===== config.mk =====
export PLATFORM = sky130hd
export DESIGN_NAME = apb_request_arbiter_flat
export DESIGN_NICKNAME = d
export VERILOG_FILES = /design/src/rtl/apb_request_arbiter_if.sv /design/src/rtl/apb_request_arbiter.sv /design/src/flat_wrapper.sv
export SDC_FILE = /design/constraint.sdc
export NUM_CORES = 1
export LEC_CHECK = 0
export BUFFER_PORTS_ARGS = -buffer_cell sky130_fd_sc_hd__buf_2
export CAP_MARGIN = 40
export CORE_MARGIN = 1
export CORE_UTILIZATION = 48
export DETAILED_ROUTE_END_ITERATION = 6
export PLACE_DENSITY = 0.93
export RECOVER_POWER = 100
export SYNTH_ARGS = -nofsm -noshare
export SYNTH_HDL_FRONTEND = slang
export SYNTH_SLANG_ARGS = --single-unit

===== constraint.sdc =====
create_clock -name i_clk -period 4 [get_ports i_clk]
set_clock_uncertainty 0.05 [all_clocks]
set_input_delay 1.2 -clock i_clk [delete_from_list [all_inputs] [get_ports i_clk]]
set_output_delay 1.2 -clock i_clk [all_outputs]
set_load 0.01 [all_outputs]

===== src/rtl/apb_request_arbiter_if.sv =====
// Bundle between the requester agents, the round-robin arbiter and one APB slave.
// The slave modport is the arbiter side; the master modport is the agent/APB-slave environment.
interface apb_request_arbiter_if #(
  parameter int REQUESTERS    = 2,
  parameter int ADDRESS_WIDTH = 7,
  parameter int BUS_WIDTH     = 32
);
  // Handshake: i_request[n] is a level held with a stable command until the single
  // o_ack[n] pulse; the requester must drop or change it on the cycle after o_ack.
  // o_read_data/o_error are meaningful only while some o_ack bit is high.
  logic [REQUESTERS-1:0]                 i_request;
  logic [REQUESTERS-1:0]                 i_write;
  logic [REQUESTERS*ADDRESS_WIDTH-1:0]   i_address;
  logic [REQUESTERS*BUS_WIDTH-1:0]       i_write_data;
  logic [REQUESTERS*(BUS_WIDTH/8)-1:0]   i_strobe;
  logic [REQUESTERS-1:0]                 o_ack;
  logic [BUS_WIDTH-1:0]                  o_read_data;
  logic                                  o_error;

  logic                                  o_psel;
  logic                                  o_penable;
  logic                                  o_pwrite;
  logic [ADDRESS_WIDTH-1:0]              o_paddr;
  logic [BUS_WIDTH-1:0]                  o_pwdata;
  logic [BUS_WIDTH/8-1:0]                o_pstrb;
  logic                                  i_pready;
  logic                                  i_pslverr;
  logic [BUS_WIDTH-1:0]                  i_prdata;

  modport slave (
    input  i_request, i_write, i_address, i_write_data, i_strobe,
    output o_ack, o_read_data, o_error,
    output o_psel, o_penable, o_pwrite, o_paddr, o_pwdata, o_pstrb,
    input  i_pready, i_pslverr, i_prdata
  );

  modport master (
    output i_request, i_write, i_address, i_write_data, i_strobe,
    input  o_ack, o_read_data, o_error,
    input  o_psel, o_penable, o_pwrite, o_paddr, o_pwdata, o_pstrb,
    output i_pready, i_pslverr, i_prdata
  );
endinterface


===== src/rtl/apb_request_arbiter.sv =====
// Round-robin arbiter sharing one APB master port among REQUESTERS single-beat agents.
// Optional access-phase timeout is enabled with `define APB_REQUEST_ARBITER_TIMEOUT_EN.
module apb_request_arbiter #(
  parameter int REQUESTERS     = 2,
  parameter int ADDRESS_WIDTH  = 7,
  parameter int BUS_WIDTH      = 32,
  parameter int TIMEOUT_CYCLES = 255
) (
  input  logic                  i_clk,
  input  logic                  i_rst_n,
  apb_request_arbiter_if.slave  bus,
  output logic [1:0]            o_state
);

  localparam int GW = (REQUESTERS > 1) ? $clog2(REQUESTERS) : 1;
  localparam int SW = BUS_WIDTH / 8;
  localparam logic [GW-1:0] LAST_RESET = GW'(REQUESTERS - 1);

  typedef enum logic [1:0] {
    IDLE   = 2'd0,
    SETUP  = 2'd1,
    ACCESS = 2'd2,
    ACK    = 2'd3
  } state_e;

  state_e                   state_q,      state_d;
  logic [GW-1:0]            last_grant_q, last_grant_d;
  logic                     psel_q,       psel_d;
  logic                     penable_q,    penable_d;
  logic                     pwrite_q,     pwrite_d;
  logic [ADDRESS_WIDTH-1:0] paddr_q,      paddr_d;
  logic [BUS_WIDTH-1:0]     pwdata_q,     pwdata_d;
  logic [SW-1:0]            pstrb_q,      pstrb_d;
  logic [REQUESTERS-1:0]    ack_q,        ack_d;
  logic [BUS_WIDTH-1:0]     rdata_q,      rdata_d;
  logic                     error_q,      error_d;

`ifdef APB_REQUEST_ARBITER_TIMEOUT_EN
  localparam int CW = $clog2(TIMEOUT_CYCLES + 1);
  logic [CW-1:0]            wait_cnt_q,   wait_cnt_d;
`endif

  logic [GW-1:0] winner;
  logic [GW-1:0] cand;
  logic          found;
  int            cand_sum;

  // Search starts just after the last grant and wraps, so a busy agent cannot starve the others.
  always_comb begin
    winner   = last_grant_q;
    found    = 1'b0;
    cand     = '0;
    cand_sum = 0;
    for (int i = 1; i <= REQUESTERS; i++) begin
      cand_sum = int'(last_grant_q) + i;
      if (cand_sum >= REQUESTERS) cand_sum = cand_sum - REQUESTERS;
      cand = GW'(cand_sum);
      if (!found && bus.i_request[cand]) begin
        winner = cand;
        found  = 1'b1;
      end
    end
  end

  always_comb begin
    state_d      = state_q;
    last_grant_d = last_grant_q;
    psel_d       = psel_q;
    penable_d    = penable_q;
    pwrite_d     = pwrite_q;
    paddr_d      = paddr_q;
    pwdata_d     = pwdata_q;
    pstrb_d      = pstrb_q;
    ack_d        = '0;
    rdata_d      = rdata_q;
    error_d      = error_q;
`ifdef APB_REQUEST_ARBITER_TIMEOUT_EN
    wait_cnt_d   = wait_cnt_q;
`endif

    case (state_q)
      IDLE: begin
        if (found) begin
          last_grant_d = winner;
          pwrite_d     = bus.i_write[winner];
          paddr_d      = bus.i_address[winner*ADDRESS_WIDTH +: ADDRESS_WIDTH];
          pwdata_d     = bus.i_write_data[winner*BUS_WIDTH +: BUS_WIDTH];
          pstrb_d      = bus.i_strobe[winner*SW +: SW];
          psel_d       = 1'b1;
          state_d      = SETUP;
        end
      end

      SETUP: begin
        penable_d  = 1'b1;
        state_d    = ACCESS;
`ifdef APB_REQUEST_ARBITER_TIMEOUT_EN
        wait_cnt_d = '0;
`endif
      end

      ACCESS: begin
        if (bus.i_pready) begin
          rdata_d            = pwrite_q ? '0 : bus.i_prdata;
          error_d            = bus.i_pslverr;
          ack_d[last_grant_q] = 1'b1;
          psel_d             = 1'b0;
          penable_d          = 1'b0;
          state_d            = ACK;
        end
`ifdef APB_REQUEST_ARBITER_TIMEOUT_EN
        else begin
          wait_cnt_d = wait_cnt_q + 1'b1;
          // A slave that never answers completes as an error; its late pready is never looked at.
          if (wait_cnt_d == CW'(TIMEOUT_CYCLES)) begin
            rdata_d             = '0;
            error_d             = 1'b1;
            ack_d[last_grant_q] = 1'b1;
            psel_d              = 1'b0;
            penable_d           = 1'b0;
            state_d             = ACK;
          end
        end
`endif
      end

      ACK: begin
        rdata_d = '0;
        error_d = 1'b0;
        state_d = IDLE;
      end

      default: state_d = IDLE;
    endcase
  end

  always_ff @(posedge i_clk) begin
    if (!i_rst_n) begin
      state_q      <= IDLE;
      last_grant_q <= LAST_RESET;
      psel_q       <= 1'b0;
      penable_q    <= 1'b0;
      pwrite_q     <= 1'b0;
      paddr_q      <= '0;
      pwdata_q     <= '0;
      pstrb_q      <= '0;
      ack_q        <= '0;
      rdata_q      <= '0;
      error_q      <= 1'b0;
`ifdef APB_REQUEST_ARBITER_TIMEOUT_EN
      wait_cnt_q   <= '0;
`endif
    end else begin
      state_q      <= state_d;
      last_grant_q <= last_grant_d;
      psel_q       <= psel_d;
      penable_q    <= penable_d;
      pwrite_q     <= pwrite_d;
      paddr_q      <= paddr_d;
      pwdata_q     <= pwdata_d;
      pstrb_q      <= pstrb_d;
      ack_q        <= ack_d;
      rdata_q      <= rdata_d;
      error_q      <= error_d;
`ifdef APB_REQUEST_ARBITER_TIMEOUT_EN
      wait_cnt_q   <= wait_cnt_d;
`endif
    end
  end

  assign bus.o_psel      = psel_q;
  assign bus.o_penable   = penable_q;
  assign bus.o_pwrite    = pwrite_q;
  assign bus.o_paddr     = paddr_q;
  assign bus.o_pwdata    = pwdata_q;
  assign bus.o_pstrb     = pstrb_q;
  assign bus.o_ack       = ack_q;
  assign bus.o_read_data = rdata_q;
  assign bus.o_error     = error_q;
  assign o_state         = state_q;

endmodule


===== src/flat_wrapper.sv =====
// flat-port wrapper written by rule: the top's interface ports become plain ports
module apb_request_arbiter_flat 
#(
  parameter int REQUESTERS     = 2,
  parameter int ADDRESS_WIDTH  = 7,
  parameter int BUS_WIDTH      = 32,
  parameter int TIMEOUT_CYCLES = 255
)
  (i_clk, i_rst_n, o_state, bus_i_request, bus_i_write, bus_i_address, bus_i_write_data, bus_i_strobe, bus_o_ack, bus_o_read_data, bus_o_error, bus_o_psel, bus_o_penable, bus_o_pwrite, bus_o_paddr, bus_o_pwdata, bus_o_pstrb, bus_i_pready, bus_i_pslverr, bus_i_prdata);
  apb_request_arbiter_if #(.REQUESTERS(REQUESTERS), .ADDRESS_WIDTH(ADDRESS_WIDTH), .BUS_WIDTH(BUS_WIDTH)) bus_i ();
  input  logic i_clk;
  input  logic i_rst_n;
  output logic [1:0] o_state;
  input wire logic [$bits(bus_i.i_request)-1:0] bus_i_request;
  input wire logic [$bits(bus_i.i_write)-1:0] bus_i_write;
  input wire logic [$bits(bus_i.i_address)-1:0] bus_i_address;
  input wire logic [$bits(bus_i.i_write_data)-1:0] bus_i_write_data;
  input wire logic [$bits(bus_i.i_strobe)-1:0] bus_i_strobe;
  output wire logic [$bits(bus_i.o_ack)-1:0] bus_o_ack;
  output wire logic [$bits(bus_i.o_read_data)-1:0] bus_o_read_data;
  output wire logic [$bits(bus_i.o_error)-1:0] bus_o_error;
  output wire logic [$bits(bus_i.o_psel)-1:0] bus_o_psel;
  output wire logic [$bits(bus_i.o_penable)-1:0] bus_o_penable;
  output wire logic [$bits(bus_i.o_pwrite)-1:0] bus_o_pwrite;
  output wire logic [$bits(bus_i.o_paddr)-1:0] bus_o_paddr;
  output wire logic [$bits(bus_i.o_pwdata)-1:0] bus_o_pwdata;
  output wire logic [$bits(bus_i.o_pstrb)-1:0] bus_o_pstrb;
  input wire logic [$bits(bus_i.i_pready)-1:0] bus_i_pready;
  input wire logic [$bits(bus_i.i_pslverr)-1:0] bus_i_pslverr;
  input wire logic [$bits(bus_i.i_prdata)-1:0] bus_i_prdata;
  assign bus_i.i_request = bus_i_request;
  assign bus_i.i_write = bus_i_write;
  assign bus_i.i_address = bus_i_address;
  assign bus_i.i_write_data = bus_i_write_data;
  assign bus_i.i_strobe = bus_i_strobe;
  assign bus_o_ack = bus_i.o_ack;
  assign bus_o_read_data = bus_i.o_read_data;
  assign bus_o_error = bus_i.o_error;
  assign bus_o_psel = bus_i.o_psel;
  assign bus_o_penable = bus_i.o_penable;
  assign bus_o_pwrite = bus_i.o_pwrite;
  assign bus_o_paddr = bus_i.o_paddr;
  assign bus_o_pwdata = bus_i.o_pwdata;
  assign bus_o_pstrb = bus_i.o_pstrb;
  assign bus_i.i_pready = bus_i_pready;
  assign bus_i.i_pslverr = bus_i_pslverr;
  assign bus_i.i_prdata = bus_i_prdata;
  apb_request_arbiter #(.REQUESTERS(REQUESTERS), .ADDRESS_WIDTH(ADDRESS_WIDTH), .BUS_WIDTH(BUS_WIDTH), .TIMEOUT_CYCLES(TIMEOUT_CYCLES)) u_core (.i_clk(i_clk), .i_rst_n(i_rst_n), .bus(bus_i), .o_state(o_state));
endmodule

==> Word level (Yosys, flattened, before mapping) <==
Index checks and enable logic that the tools add are counted.
{ "totals": {"regBits": 84, "inputBits": 126, "out_inout_bits": 83, "wordCells": 70} }
{ "op_classes": {"add_sub_neg": 4, "mul": 1, "n_lt_le_gt_ge": 7, "eq_ne": 5, "n_shift": 3, "n_mux": 26, "reduce_logical": 13} }
{ "op_table": {"columns": ["cell", "count"], "rows": [
  ["$mux W32", 2],
  ["$pmux W32 S2", 1],
  ["$shiftx A64 B7 Y32", 1],
  ["$mux W1", 16],
  ["$shiftx A14 B5 Y7", 1],
  ["$lt A1 B2 Y1 const B", 4],
  ["$pmux W2 S4", 1],
  ["$reduce_and A2 Y1", 4],
  ["$shiftx A8 B4 Y4", 1],
  ["$pmux W1 S2", 3],
  ["$reduce_and A3 Y1", 2],
  ["$reduce_bool A2 Y1", 3],
  ["$eq A2 B2 Y1 const B", 2],
  ["$mul A1 B3 Y4 const B", 1],
  ["$mux W2", 2],
  ["$add A1 B2 Y3 const B", 1],
  ["$ge A3 B2 Y1 const B", 1],
  ["$add A1 B1 Y2 const B", 1],
  ["$eq A2 B1 Y1 const B", 1],
  ["$ge A2 B2 Y1 const B", 1],
  ["$logic_and A1 B1 Y1", 2],
  ["$logic_not A2 Y1", 1],
  ["$ne A2 B1 Y1 const B", 1],
  ["$ne A2 B2 Y1 const B", 1],
  ["other kinds (4)", 5]
]} }

==> Logic depth before layout (Yosys ltp) <==
Gate-level depths: netlist (run 1).
{ "logic_depth": {"depth_word": 11, "ltp_mapped": 7, "mapped_depth_nobuf": 5} }

==> Least setup slack after synthesis (run 1) <==
Ideal clock, no wire load.
{ "synth_timing": {"path_kind": "input -> register", "start": "input port bus_i_request[1]", "end": "register u_core.psel_q (netlist: u_core.bus.o_psel)", "setup_ns": 0.128, "arrival_time_ns": 1.857, "required_time_ns": 3.822, "slack_ns": 1.965, "cell_stages": 5, "path_buffers": 2, "path_cell_list": "o21a_1 > buf_2 > buf_2 > o211ai_1 > a21oi_1"} }
{ "synth_between": {"elab_chain_cells": 8, "elab_cells_between_ends": 10, "cone_classes": "1 x eq/ne; 6 x mux; 3 x reduce/logical"} }
{ "synth_lines": {"columns": ["item", "line", "rtl"], "rows": [
  ["from (decl)", "flat_wrapper.sv:14", "input wire logic [$bits(bus_i.i_request)-1:0] bus_i_request;"],
  ["$mux W1 (implied by the code) (2 in series)", "apb_request_arbiter.sv:58", "if (!found && bus.i_request[cand]) begin"],
  ["$mux W1", "apb_request_arbiter.sv:58", null],
  ["$logic_not A1 Y1", "apb_request_arbiter.sv:58", null],
  ["$logic_and A1 B1 Y1", "apb_request_arbiter.sv:58", null],
  ["$mux W1 *", "apb_request_arbiter.sv:58", null],
  ["$ne A2 B1 Y1 (no line) *", null, null],
  ["$reduce_and A3 Y1 (no line) *", null, null],
  ["to (signal assigned)", "apb_request_arbiter.sv:156", "psel_q <= psel_d;"],
  ["to (decl)", "apb_request_arbiter.sv:28", "logic psel_q, psel_d;"]
]} }
Mark *: on every way between the ends. The rest lies on a longest branch, timed or not. The select of a mux whose other input is x is not followed.
A chain may end at the register's enable or synchronous reset.

==> Worst setup path in the final report (run 1) <==
{ "layout_timing": {"start": "input port bus_i_request[1]", "end": "register u_core.pwdata_q[0] (netlist: u_core.bus.o_pwdata[0])"} }
{ "layout_between": {"elab_chain_cells": 7, "elab_cells_between_ends": 12, "cone_classes": "1 x shift; 8 x mux; 3 x reduce/logical"} }
{ "layout_lines": {"columns": ["item", "line", "rtl"], "rows": [
  ["$mux W1 (implied by the code) (2 in series)", "apb_request_arbiter.sv:58", null],
  ["$mux W1", "apb_request_arbiter.sv:58", null],
  ["$logic_not A1 Y1", "apb_request_arbiter.sv:58", null],
  ["$logic_and A1 B1 Y1", "apb_request_arbiter.sv:58", null],
  ["$mux W1", "apb_request_arbiter.sv:58", null],
  ["$shiftx A64 B7 Y32 / $reduce_and A2 Y1 (equally long branches)", null, null],
  ["to (signal assigned)", "apb_request_arbiter.sv:160", "pwdata_q <= pwdata_d;"],
  ["to (decl)", "apb_request_arbiter.sv:32", "logic [BUS_WIDTH-1:0] pwdata_q, pwdata_d;"]
]} }
Several ways; a longest one is shown, not always the timed one. The select of a mux whose other input is x is not followed.

==> flow_metrics.py, run 1 <==
metrics = {
    "outcome": {
        "status": "completed",
    },
    "cts": {
        "clk_pin_slew_ps": 90,
        "cts_resized": 0,
        "cts_buffers": 9,
        "clkSinkCount": 84,
        "cts_tree": "done",
        "cts_buffer_depth": 2,
        "cts_hold_buf": 0,
        "root_buffer": "clkbuf_8",
        "htree_levels": 3,
        "clock_latency_ps": 330,
        "postCtsSetupRepairBufs": 0,
    },
    "floorplanning": {
        "dieArea_sq_um": 8330,
        "ios": 209,
        "initial_utilization_pct": 49.5,
        "die_w_um": 91.3,
        "rows": 32,
        "dieHeight_um": 91.3,
        "core-area_sq_um": 7730,
    },
    "critical_path": {
        "crit_path_max_fanout": 46,
        "r2r_end": "u_core.bus.o_pwdata[0]$_SDFFE_PN0P_",
        "cp.required_ps": 4190,
        "reg2reg_from": "u_core.o_state[0]$_SDFFE_PN0P_",
        "cp-end-kind": "flop",
        "worstSetupPathType": "input pin to flop",
        "arrival_ps": 3240,
        "reg2reg_depth": 6,
        "r2r_slack_ps": 1220,
        "startpoint_type": "input pin",
    },
    "final_layout": {
        "diodes": 0,
        "area_delta_synth_final_pct": 24.7,
        "final_util_pct": 61.8,
        "design_area_sq_um": 4770,
        "drive_above_1_share_pct": 24.2,
        "fin_nets": 757,
        "fillCellCount": 736,
    },
    "power": {
        "ir_drop_uv": 388,
        "p_int_w": 0.00171,
        "clkPwrFrac_pct": 18.2,
        "seq_power_share_pct": 41.8,
        "p_per_area_nw_per_um2": 604,
        "power_switching_w": 0.00118,
        "p_sw_share_pct": 40.8,
        "leakagePower_nw": 1.90,
        "power_frac_comb_pct": 40.0,
        "finalPower_w": 0.00288,
    },
    "worst_hold_path": {
        "hp-class": "flop to flop",
        "min_to": "u_core.bus.o_read_data[5]$_SDFFE_PN0P_",
        "hp-start": "u_core.bus.o_read_data[5]$_SDFFE_PN0P_",
        "holdPathStages": 2,
    },
    "global_routing": {
        "antenna_found_initial": 0,
        "grt_pass1_vias": 3685,
        "grt_util_all_layers_pct": 25.5,
        "grt_first_pass_wirelength_um": 17200,
        "grt_max_degree": 47,
        "overflow": 0,
    },
    "route": {
        "dr_total_vias": 4088,
        "drt-vias-per-instance": 5.60,
        "drtAntennaViolNets": 0,
        "route.detailed.drc": 0,
        "drt-total-wl_um": 10800,
        "drtPass1Iterations": 6,
        "drt_iter0_markers": 204,
        "wl_per_cell_um": 14.9,
    },
    "timing": {
        "setup_ws_ps": 954,
        "tightestPinTransition_ps": 1460,
        "rsz0062_at_grt": "false",
        "period_share_pct": 76.1,
        "period_minus_slack_ps": 3050,
        "max_slew_margin_pct": 2.99,
        "drv_slew": 0,
        "hold_viol": 0,
        "fmaxAchievable_mhz": 328,
        "finalSetupViolations": 0,
        "fin_setup_tns_ps": 0,
    },
    "synth": {
        "netlist_instances": 443,
        "ys_seq_area_share_pct": 44.0,
        "synth_largest_area_cell": "dfxtp_1",
        "synth_area_leaders": "dfxtp_1 (44%), o21ai_0 (11%), nand3_1 (10%), a31oi_1 (7.2%), a21boi_2 (6.2%)",
        "syn_nets": 576,
        "synth-seq-cells": 84,
        "synth.cell_area_sq_um": 3830,
        "synth.distinct_cells": 34,
        "synth_area_per_cell_sq_um": 8.64,
        "synth_top_area_share_pct": 44.0,
        "yosysWarningCount": 0,
    },
    "place": {
        "gp_congestion": 0.768,
        "dpl_cell_area_sq_um": 4790,
        "dp_slack_ps": 1150,
        "dp_hpwl_um": 7840,
        "port_buffers": 208,
    },
    "flow_run": {
        "drv_cap": 0,
    },
}
==> cells in the final DEF, fill, tap and decap left out, types with 2 or more instances in the layout <==
cell and instances:
a21boi_0 32, a21oi_1 2, a31oi_1 44, buf_2 123, buf_4 6, clkbuf_1 86, clkbuf_8 10, clkinv_2 2
dfxtp_1 84, ha_1 7, inv_1 3, mux2i_1 2, nand2_1 38, nand3_1 77, nor2_1 3, nor2_2 2
o211ai_1 2, o21ai_0 82, o21ai_1 7
==> per-layer routing <==
layer	up-vias	part of all wire [%]	track usage (%)
li1	1961	-	-
met1	1879	39	29.7
met2	225	50	45.1
met3	23	8.1	5.44
met4	0	2.1	10.4
met5	-	0	0
==> worst max-delay path: stages <==
cell	delay, ps
clkbuf_1	150
o21a_1	990
buf_4	510
o21ai_0	130
a31oi_1	230
==> cell families (layout without fill, tap and decap cells) <==
family          count (synthesis)  after routing  share of synthesized area [%]
mux                             5              5                           1.57
flops                          84             84                           44.0
buf+inv                        49            234                           8.14
fa+ha+maj                       7              7                           2.29
compound gates                172            172                           28.5
simple gates                  126            126                           15.6
==> sequential cells by signal (all words and copies together), names as in the netlist <==
| name | flops |
|---|---|
| u_core.bus.o_pstrb | 4 |
| u_core.bus.o_error | 1 |
| u_core.bus.o_penable | 1 |
| u_core.bus.o_paddr | 7 |
| u_core.bus.o_ack | 2 |
| u_core.bus.o_pwdata | 32 |
| u_core.bus.o_psel | 1 |
| u_core.bus.o_read_data | 32 |
| u_core.o_state | 2 |
| u_core.last_grant_q | 1 |
| u_core.bus.o_pwrite | 1 |
==> worst max-delay path by stage <==
stage	slack, ps	endpoint	from
after floorplan	1970	u_core.bus.o_psel$_SDFFE_PN0P_	bus_i_request[1]
after global placement	1200	u_core.bus.o_paddr[1]$_SDFFE_PN0P_	bus_i_request[1]
after detailed placement	1150	u_core.bus.o_pwdata[6]$_SDFFE_PN0P_	bus_i_request[1]
after CTS	1500	u_core.bus.o_pwdata[0]$_SDFFE_PN0P_	bus_i_request[1]
after global routing	740	u_core.bus.o_pwdata[0]$_SDFFE_PN0P_	bus_i_request[1]
final	950	u_core.bus.o_pwdata[0]$_SDFFE_PN0P_	bus_i_request[1]
==> Yosys cell counts <==
| cell type | instances |
|---|---|
| mux2_2 | 1 |
| a21oi_1 | 2 |
| nor2b_1 | 1 |
| nand4b_1 | 1 |
| buf_8 | 1 |
| nor2_2 | 1 |
| o211ai_1 | 2 |
| o21a_1 | 1 |
| o211a_1 | 1 |
| clkbuf_8 | 1 |
| nand3_2 | 1 |
| clkbuf_2 | 4 |
| a21boi_2 | 21 |
| nand3_1 | 77 |
| or2_1 | 1 |
| and2_1 | 1 |
| o21ai_1 | 7 |
| nand2_1 | 38 |
| buf_6 | 8 |
| buf_4 | 6 |
| a31oi_1 | 44 |
| inv_1 | 3 |
| or3b_2 | 1 |
| ha_1 | 7 |
| mux2_4 | 1 |
| clkbuf_1 | 11 |
| mux2i_2 | 1 |
| nor2_1 | 4 |
| mux2i_1 | 2 |
| a21boi_0 | 2 |
| dfxtp_1 | 84 |
| a21boi_1 | 10 |
| buf_2 | 15 |
| o21ai_0 | 82 |
==> layout make-up <==
| cell class | instances | area, sq um | share of cell area (%) |
|---|---|---|---|
| Timing Repair Buffer | 216 | 1030 | 21.5 |
| Sequential cell | 84 | 1680 | 35.2 |
| Multi-Input combinational cell | 310 | 1760 | 36.8 |
| Inverter | 3 | 11.3 | 0.236 |
| Tap cell | 102 | 128 | 2.67 |
| Clock buffer | 11 | 141 | 2.96 |
| Clock inverter | 4 | 26.3 | 0.551 |
==> per-stage QoR <==
stage / instances / hold slack (ps)
global placement: 713 / 384
CTS: 730 / 404
finish: 730 / 411
global route: 730 / 427
detailed placement: 715 / 391
floorplan: 443 / 400
==> power by group through the flow <==
stage	registers [W]	clock network, W	logic [W]
6_report	0.00121	0.000524	0.00115
5_1_grt	0.00123	0.000576	0.00128
4_1_cts	0.00120	0.000540	0.00124
3_5_place_dp	0.00121	0	0.00124
3_3_place_gp	0.00120	0	0.00115
2_1_floorplan	0.00130	0	0.000747
Note: power is estimated with default switching activity, not from simulation.
==> inputs of run 2 (changes only) <==
--- a/config.mk
+++ b/config.mk
@@ -8,9 +8,9 @@
 export BUFFER_PORTS_ARGS = -buffer_cell sky130_fd_sc_hd__buf_2
 export CAP_MARGIN = 40
 export CORE_MARGIN = 1
-export CORE_UTILIZATION = 48
+export CORE_UTILIZATION = 40
 export DETAILED_ROUTE_END_ITERATION = 6
-export PLACE_DENSITY = 0.93
+export PLACE_DENSITY = 0.84
 export RECOVER_POWER = 100
 export SYNTH_ARGS = -nofsm -noshare
 export SYNTH_HDL_FRONTEND = slang
==> constraint.sdc (replaced) <==
create_clock -name i_clk -period 2.6 [get_ports i_clk]
set_clock_uncertainty 0.05 [all_clocks]
set_input_delay 0.78 -clock i_clk [delete_from_list [all_inputs] [get_ports i_clk]]
set_output_delay 0.78 -clock i_clk [all_outputs]
set_load 0.01 [all_outputs]
==> run 2 against run 1 <==
Wire length is 5.7% lower. Sequential power rose by 52%. Via count shrank 2.1%. Design area grew 2.1%. Final cell count rose by 4.0%. Clock power is 77% higher. First-iteration DRC count is 21% lower. Largest cell class unchanged.
==> flow_metrics.py, run 2 (synthesized netlist as in run 1, its figures left out) <==
metrics = {
    "outcome": {
        "status": "completed",
    },
    "critical_path": {
        "arrival_ps": 2290,
        "critPathBufInv": 2,
        "cp.depth": 6,
        "r2r_slack_ps": 520,
        "path_delay_family": "buffers and inverters",
        "crit_chain": "inv_1 > ha_1 > mux2i_2 > clkbuf_2 > nand2_1 > a21boi_0",
        "cp-end-kind": "flop",
        "crit_path_max_fanout": 33,
        "reg2reg_depth": 6,
        "slowest_delay_ps": 530,
        "worstSetupPathType": "flop to flop",
        "startpoint_type": "flop",
        "worst_path_max_delay_cell": "clkbuf_2",
        "cp.required_ps": 2800,
    },
    "final_layout": {
        "drive_above_1_share_pct": 26.2,
        "area_delta_synth_final_pct": 27.4,
        "diodes": 0,
        "fin_nets": 758,
        "final_cell_mix": "buf_2 (125), dfxtp_1 (84), clkbuf_1 (83)",
        "final_common_cell": "buf_2",
    },
    "timing": {
        "rsz0062_at_grt": "false",
        "finalSetupViolations": 0,
        "max_slew_margin_pct": 58.2,
        "tightestPinTransition_ps": 628,
        "hold_viol": 0,
        "period_minus_slack_ps": 2080,
        "drv_slew": 0,
        "fin_setup_tns_ps": 0,
        "fmaxAchievable_mhz": 480,
        "hold_slack_ps": 407,
        "period_share_pct": 80.1,
    },
    "route": {
        "drtAntennaViolNets": 0,
        "wl_per_cell_um": 13.5,
        "drt-vias-per-instance": 5.27,
        "drt_iter0_markers": 161,
        "drt-total-wl_um": 10200,
        "dr_total_vias": 4001,
        "drtPass1Iterations": 6,
        "route.detailed.drc": 0,
    },
    "flow_run": {
        "drv_cap": 0,
    },
    "place": {
        "port_buffers": 208,
        "dp_hpwl_um": 7190,
        "gp_congestion": 0.781,
    },
    "cts": {
        "htree_levels": 3,
        "clk_pin_slew_ps": 90,
        "root_buffer": "clkbuf_8",
        "clkSinkCount": 84,
        "cts_resized": 0,
        "postCtsSetupRepairBufs": 0,
        "cts_tree": "done",
        "clock_latency_ps": 340,
        "cts_buffer_depth": 2,
        "cts_hold_buf": 0,
        "cts_buffers": 9,
    },
    "global_routing": {
        "grt_util_all_layers_pct": 20.2,
        "grt_max_degree": 86,
        "antenna_found_initial": 0,
        "overflow": 0,
        "grt_first_pass_wirelength_um": 16400,
        "grt_pass1_vias": 3658,
    },
    "power": {
        "leakagePower_nw": 1.93,
        "p_per_area_nw_per_um2": 929,
        "ir_drop_uv": 438,
    },
    "floorplanning": {
        "rows": 35,
        "dieHeight_um": 99.8,
        "initial_utilization_pct": 41.4,
        "core-area_sq_um": 9240,
        "die_w_um": 99.8,
        "ios": 209,
        "dieArea_sq_um": 9960,
    },
    "worst_hold_path": {
        "hp-class": "flop to flop",
        "holdPathStages": 2,
    },
}
==> run 2: changes by cell type in the layout (fill, tap and decap cells not counted), moves of 2 or more <==
cell / previous run / this run
a21boi_2: 0 / 9
buf_2: 123 / 125
clkbuf_1: 86 / 83
a21boi_0: 32 / 23
==> run 2: cell type report <==
type	instances	area [sq um]
clock buffer	10	138
clock inverter	6	63.8
fill	920	4370
inverter	3	11.3
multi-input combinational	310	1790
sequential	84	1680
tap	129	161
timing repair buffer	217	1030
==> run 2: worst min-delay path: cells and delay by family, from the launching register on <==
family / cells / cell delay, ps
compound gates: 1 / 50
simple gates: 1 / 50
flops: 1 / 320
==> run 2: worst paths after layout <==
kind,from,endpoint
worst max-delay path,u_core.o_state[0]$_SDFFE_PN0P_,u_core.bus.o_read_data[25]$_SDFFE_PN0P_
worst max register to register,u_core.o_state[0]$_SDFFE_PN0P_,u_core.bus.o_read_data[25]$_SDFFE_PN0P_
worst min-delay path,u_core.bus.o_read_data[30]$_SDFFE_PN0P_,u_core.bus.o_read_data[30]$_SDFFE_PN0P_
worst min register to register,u_core.bus.o_read_data[30]$_SDFFE_PN0P_,u_core.bus.o_read_data[30]$_SDFFE_PN0P_
==> run 2: layer usage <==
metal / GRT usage [%] / up-vias / share of wire, %
met3: 5.15 / 19 / 9.1
met2: 34.9 / 207 / 47
met4: 7.81 / 0 / 1.9
li1: - / 1963 / -
met1: 24.1 / 1812 / 42
met5: 0 / - / 0
==> run 2: stage by stage <==
stage / power, W / util (%) / area (sq um) / worst slack [ps] / std cells
6_report: 0.00453 / 52.7 / 4870 / 517 / 759
5_1_grt: 0.00488 / 52.7 / 4870 / 300 / 759
4_1_cts: 0.00468 / 54.4 / 5030 / 762 / 759
3_5_place_dp: 0.00374 / 52.2 / 4820 / 700 / 743
3_3_place_gp: 0.00367 / 52.2 / 4820 / 771 / 743
2_1_floorplan: 0.00316 / - / 3830 / 948 / 443
==> run 2: where the power goes <==
| group | switching, W | internal (W) |
|---|---|---|
| Combinational | 0.00114 | 0.000615 |
| Clock | 0.000459 | 0.000468 |
| Sequential | 0.000202 | 0.00164 |
